[src/rtl/alu_serial.sv]
// alu_serial: digit-serial ALU. Processes a WIDTH-bit operation SLICE bits per clock
// (N = WIDTH/SLICE slice cycles), holding the inter-slice carry in a register.
// A persistent carry flag C supports multi-word ADC/SBB chains.
//
// Ports:
//   clk        rising-edge clock
//   reset      asynchronous active-high reset
//   in_valid   operation request; accepted only while in_ready is high (IDLE)
//   in_ready   high only in IDLE
//   op         000 ADD, 001 SUB, 010 AND, 011 OR, 100 XOR, 101 ADC, 110 SBB, 111 PASS
//   i0, i1     operands, captured on accept
//   out_valid  result available (DONE)
//   out_ready  consumer accepts result
//   o          result
//   cout       carry out of the MSB (arith ops; SUB/SBB give NOT borrow), 0 otherwise
//   zero, neg, ovf  status flags
//
// Configuration macro: ALU_FLAGS_EN. When defined, zero/neg/ovf are computed and
// registered; when undefined they are tied to 0 and their logic is absent.

module alu_serial #(
  parameter int unsigned WIDTH = 16,
  parameter int unsigned SLICE = 4
) (
  input  logic             clk,
  input  logic             reset,
  input  logic             in_valid,
  output logic             in_ready,
  input  logic [2:0]       op,
  input  logic [WIDTH-1:0] i0,
  input  logic [WIDTH-1:0] i1,
  output logic             out_valid,
  input  logic             out_ready,
  output logic [WIDTH-1:0] o,
  output logic             cout,
  output logic             zero,
  output logic             neg,
  output logic             ovf
);

  localparam int unsigned N    = WIDTH / SLICE;
  localparam int unsigned IdxW = (N > 1) ? $clog2(N) : 1;

  localparam logic [2:0] OpAdd  = 3'b000;
  localparam logic [2:0] OpSub  = 3'b001;
  localparam logic [2:0] OpAnd  = 3'b010;
  localparam logic [2:0] OpOr   = 3'b011;
  localparam logic [2:0] OpXor  = 3'b100;
  localparam logic [2:0] OpAdc  = 3'b101;
  localparam logic [2:0] OpSbb  = 3'b110;
  localparam logic [2:0] OpPass = 3'b111;

  typedef enum logic [1:0] {StIdle, StRun, StDone} state_e;

  state_e            state_q, state_d;
  logic [2:0]        op_q, op_d;
  logic [WIDTH-1:0]  a_q, a_d;
  logic [WIDTH-1:0]  b_q, b_d;
  logic [IdxW-1:0]   idx_q, idx_d;
  logic              carry_q, carry_d;
  logic [WIDTH-1:0]  o_q, o_d;
  logic              cout_q, cout_d;
  logic              c_flag_q, c_flag_d;
`ifdef ALU_FLAGS_EN
  logic              zero_q, zero_d;
  logic              neg_q, neg_d;
  logic              ovf_q, ovf_d;
  logic              carry_msb_in;
`endif

  logic              in_arith;
  logic              in_inv;
  logic              in_cin;
  logic              run_arith;
  logic [SLICE-1:0]  slice_a;
  logic [SLICE-1:0]  slice_b;
  logic [SLICE:0]    slice_sum;
  logic [SLICE-1:0]  slice_res;
  logic [WIDTH-1:0]  res_next;
  logic              last_slice;

  always_comb begin
    // Decode of the incoming request
    in_arith = (op == OpAdd) || (op == OpSub) || (op == OpAdc) || (op == OpSbb);
    in_inv   = (op == OpSub) || (op == OpSbb);
    unique case (op)
      OpSub:        in_cin = 1'b1;
      OpAdc, OpSbb: in_cin = c_flag_q;
      default:      in_cin = 1'b0;
    endcase

    run_arith = (op_q == OpAdd) || (op_q == OpSub) || (op_q == OpAdc) || (op_q == OpSbb);

    // Operands shift right each RUN cycle, so the active slice is always the low bits
    slice_a   = a_q[SLICE-1:0];
    slice_b   = b_q[SLICE-1:0];
    slice_sum = {1'b0, slice_a} + {1'b0, slice_b} + {{SLICE{1'b0}}, carry_q};

    unique case (op_q)
      OpAnd:   slice_res = slice_a & slice_b;
      OpOr:    slice_res = slice_a | slice_b;
      OpXor:   slice_res = slice_a ^ slice_b;
      OpPass:  slice_res = slice_b;
      default: slice_res = slice_sum[SLICE-1:0];
    endcase

    // Result fills in from the top; after N shifts it is fully aligned
    res_next   = (o_q >> SLICE) | (WIDTH'(slice_res) << (WIDTH - SLICE));
    last_slice = (idx_q == IdxW'(N - 1));

`ifdef ALU_FLAGS_EN
    // Sum bit = a ^ b ^ carry-in, so the carry into the MSB is recoverable from it
    carry_msb_in = slice_a[SLICE-1] ^ slice_b[SLICE-1] ^ slice_sum[SLICE-1];
`endif

    state_d  = state_q;
    op_d     = op_q;
    a_d      = a_q;
    b_d      = b_q;
    idx_d    = idx_q;
    carry_d  = carry_q;
    o_d      = o_q;
    cout_d   = cout_q;
    c_flag_d = c_flag_q;
`ifdef ALU_FLAGS_EN
    zero_d   = zero_q;
    neg_d    = neg_q;
    ovf_d    = ovf_q;
`endif

    unique case (state_q)
      StIdle: begin
        if (in_valid) begin
          op_d    = op;
          a_d     = i0;
          b_d     = in_inv ? ~i1 : i1;
          idx_d   = '0;
          carry_d = in_arith ? in_cin : 1'b0;
          state_d = StRun;
        end
      end
      StRun: begin
        a_d     = a_q >> SLICE;
        b_d     = b_q >> SLICE;
        o_d     = res_next;
        carry_d = run_arith ? slice_sum[SLICE] : 1'b0;
        idx_d   = idx_q + IdxW'(1);
        if (last_slice) begin
          state_d = StDone;
          cout_d  = run_arith & slice_sum[SLICE];
          if (run_arith) begin
            c_flag_d = slice_sum[SLICE];
          end
`ifdef ALU_FLAGS_EN
          zero_d = (res_next == '0);
          neg_d  = res_next[WIDTH-1];
          ovf_d  = run_arith & (carry_msb_in ^ slice_sum[SLICE]);
`endif
        end
      end
      StDone: begin
        if (out_ready) begin
          state_d = StIdle;
        end
      end
      default: state_d = StIdle;
    endcase

    in_ready  = (state_q == StIdle);
    out_valid = (state_q == StDone);
    o         = o_q;
    cout      = cout_q;
`ifdef ALU_FLAGS_EN
    zero      = zero_q;
    neg       = neg_q;
    ovf       = ovf_q;
`else
    zero      = 1'b0;
    neg       = 1'b0;
    ovf       = 1'b0;
`endif
  end

  always_ff @(posedge clk or posedge reset) begin
    if (reset) begin
      state_q  <= StIdle;
      op_q     <= 3'b000;
      a_q      <= '0;
      b_q      <= '0;
      idx_q    <= '0;
      carry_q  <= 1'b0;
      o_q      <= '0;
      cout_q   <= 1'b0;
      c_flag_q <= 1'b0;
`ifdef ALU_FLAGS_EN
      zero_q   <= 1'b0;
      neg_q    <= 1'b0;
      ovf_q    <= 1'b0;
`endif
    end else begin
      state_q  <= state_d;
      op_q     <= op_d;
      a_q      <= a_d;
      b_q      <= b_d;
      idx_q    <= idx_d;
      carry_q  <= carry_d;
      o_q      <= o_d;
      cout_q   <= cout_d;
      c_flag_q <= c_flag_d;
`ifdef ALU_FLAGS_EN
      zero_q   <= zero_d;
      neg_q    <= neg_d;
      ovf_q    <= ovf_d;
`endif
    end
  end

endmodule

[config.mk]
export PLATFORM = sky130hd
export DESIGN_NAME = alu_serial
export DESIGN_NICKNAME = d
export VERILOG_FILES = /design/src/rtl/alu_serial.sv
export SDC_FILE = /design/constraint.sdc
export NUM_CORES = 1
export LEC_CHECK = 0
export ABC_AREA = 1
export CAP_MARGIN = 10
export CORE_MARGIN = 2
export CORE_UTILIZATION = 50
export DETAILED_ROUTE_END_ITERATION = 10
export PLACE_DENSITY = 0.77
export SETUP_SLACK_MARGIN = 0.2
export SYNTH_ARGS = -nofsm -noshare
export SYNTH_HDL_FRONTEND = slang
export SYNTH_SLANG_ARGS = --single-unit
export TNS_END_PERCENT = 1
[constraint.sdc]
create_clock -name clk -period 1.9 [get_ports clk]
set_clock_uncertainty 0.05 [all_clocks]
set_input_delay 0.19 -clock clk [delete_from_list [all_inputs] [get_ports clk]]
set_output_delay 0.19 -clock clk [all_outputs]
set_load 0.005 [all_outputs]
==> impl_results.md <==
* Req. time, crit path at 1660 ps
* Vias in the first global route at 2539
* Number of synthesis warnings at 0
* Final worst-path cycle share at 0.896
* Power Density at 1630 mW/mm^2
* Post-synth cell types at 30
* Fill cell count at 522
* Crit start category: flop
* WP data arrival at 1460 ps
* Setup crit end kind: output pin
* Final nets at 484
* Peak VDD IR at 0.000808 V
* Asr flop ratio synth at 1.00
* Unrepaired setup endpoints after global routing: true
* Routed wire per std cell at 13.0 um
* Fin util at 0.643
* Most common library cell in the layout ignoring fill and taps: nand2_1
* ANT cells at 0
* Core Box Area at 0.00603 sq mm
* Pint at 3.63 mW
* Bufs on Longest Clock Path at 2
* Max Transition Viols Final at 0
* IO Pins at 61
* Combinational share of power at 0.483
* Most used flip-flop cell after synthesis: dfrtp_1
* Clock power frac at 0.159
* Reg2reg setup slack at 220 ps
* Die W at 83.6 um
* Post-DP HPWL at 4.72 mm
* Total track usage at 0.204
* Drt total wl at 6.69 mm
* Hold crit path type: input pin to asynchronous set/reset pin
* P_leak at 1.93 nW
* Register area share after synthesis at 0.458
* Sw frac at 0.425
* CTS tree: done
* Starting density of the core at 0.525
* Hold buffers post-CTS at 0
* First-pass GRT wire length at 11.5 mm
* Remaining antenna violation count after routing at 0
* Placed insts at 497
* Initial DRT Pass Iterations at 5
* Largest net degree at the start of global routing at 59
* Post-place setup slack at 160 ps
* Sequential Power Share at 0.359
* Max cap viols at 0
* Count of state elements after synthesis at 58
* Clk slew on worst S/H paths at 70 ps
* Root Buffer: clkbuf_8
* Gpl congestion at 0.902
* 1st-iter DRT viols at 199
* Outcome: completed
* FF-to-FF Start: carry_q
* CTS H-tree depth at 3
* Number of setup violations in the final report at 0
* GR Overflow Total at 0
* Fmax at 587 MHz
* Sum of negative setup slack at 0 ps
* PortBufs at 57
* Die Ht at 83.6 um
* Area Growth Syn to Fin at 22.5%
* Net Sw Power at 2.69 mW
* Post-Syn Area per Cell at 8.18 sq um
* R2R cell count at 8
* Vias at 2692
* CTS Buf Count at 9
* Crit path max fanout at 4
* Row count at 28
* Worst skew pair latency at 340 ps
* Die area at 0.00698 sq mm
* Layout cell share with drive strength beyond 1 at 0.109
* DRC Markers at 0
* Antenna violations before repair at 0
* Clock sinks at 58
* Final hold vios at 0
* Post-synth EDFFs at 0
* FF-to-FF End: o[13]
* Final cell count without fillers at 514
* Most frequent cells in the layout: nand2_1, dfrtp_1, clkdlybuf4s50_1
* Cell area after synthesis at 0.00317 sq mm
* Setup CP Type: flop to output pin
* Worst setup margin at 198 ps
* DR vias/cell at 5.24
* Final min period at 1700 ps
* Cell count after synthesis at 387
cell usage after synthesis, types with 3 or more instances:
cell       n  area, sq um
a21oi_1    3         15.0
a22oi_1   23          173
buf_2      7         35.0
buf_4     19          143
buf_6      3         33.8
dfrtp_1   58         1450
ha_1       9          113
inv_1     26         97.6
nand2_1  138          518
nand2_4    3         33.8
nand3_1   32          160
nand4_1    4         25.0
nor2_1    15         56.3
o21ai_0   11         55.1
or2_2     14         87.6
timing repair:
action / 4_1_cts / 5_1_grt
setup buffers: 0 / 1
pin swaps: 0 / 1
endpoints found under the setup margin: 2 / 7
resized for setup: 1 / 1
cell type report:
| class | count | area, sq um | share of cell area |
|---|---|---|---|
| flip-flops and latches | 58 | 1450 | 0.374 |
| multi-input cells | 271 | 1390 | 0.359 |
| repair buffers | 65 | 656 | 0.169 |
| clock buffers | 11 | 141 | 0.0365 |
| inverters | 29 | 114 | 0.0294 |
| well taps | 75 | 93.8 | 0.0242 |
| clock inverters | 5 | 30.0 | 0.00774 |
worst max-delay path, stage by stage (launching register included):
cell             delay [ps]
dfrtp_1                 460
nor2_4                  160
clkdlybuf4s50_1         510
flip-flops by register name (all words and copies together), names as in the netlist, 2 cells and up:
name     cells
idx_q        2
a_q         16
b_q         16
op_q         3
state_q      2
o           16
worst max path at each step:
stage	from	endpoint	slack [ps]	depth (start not counted)
final	state_q[0]	in_ready	200	2
after global routing	carry_q	o[13]	130	8
after floorplan	reset	a_q[0]	230	1
after global placement	a_q[0]	o[13]	180	8
after CTS	state_q[0]	in_ready	180	2
after detailed placement	a_q[0]	o[13]	160	8
metrics by stage:
step           area [sq um]  power [mW]  hold slack (ps)
4_1_cts                3870        6.33              193
5_1_grt                3880        6.90              219
2_1_floorplan          3170        4.52              238
3_5_place_dp           3700        5.31              411
6_report               3880        6.32              176
3_3_place_gp           3700        5.19              405
power groups by stage:
stage,Clock (mW),Combinational (mW),Sequential (mW)
floorplan,0,2.38,2.14
detailed placement,0,3.03,2.28
global placement,0,2.94,2.25
global route,1.07,3.47,2.35
finish,1.00,3.05,2.26
CTS,1.02,3.05,2.27
metal layers:
layer | vias up | global-route usage | wire, um
met5 | - | 0 | 0
met4 | 0 | 0.0982 | 153
met3 | 15 | 0.0415 | 352
met2 | 101 | 0.319 | 3230
met1 | 1248 | 0.271 | 2950
li1 | 1328 | - | -
logic make-up (layout without fill, tap and decap cells):
kind of cell | after synthesis | in the layout | share of synthesized area
other | 1 | 3 | 0.00118
flip-flops | 58 | 58 | 0.458
buffers and inverters | 60 | 110 | 0.105
AO/OA/AOI/OAI | 45 | 45 | 0.0953
AND/OR/NAND/NOR | 211 | 211 | 0.289
adder cells (fa/ha/maj) | 11 | 11 | 0.0482
XOR/XNOR | 1 | 1 | 0.00277
No activity file was read; power rests on OpenSTA's default activity.
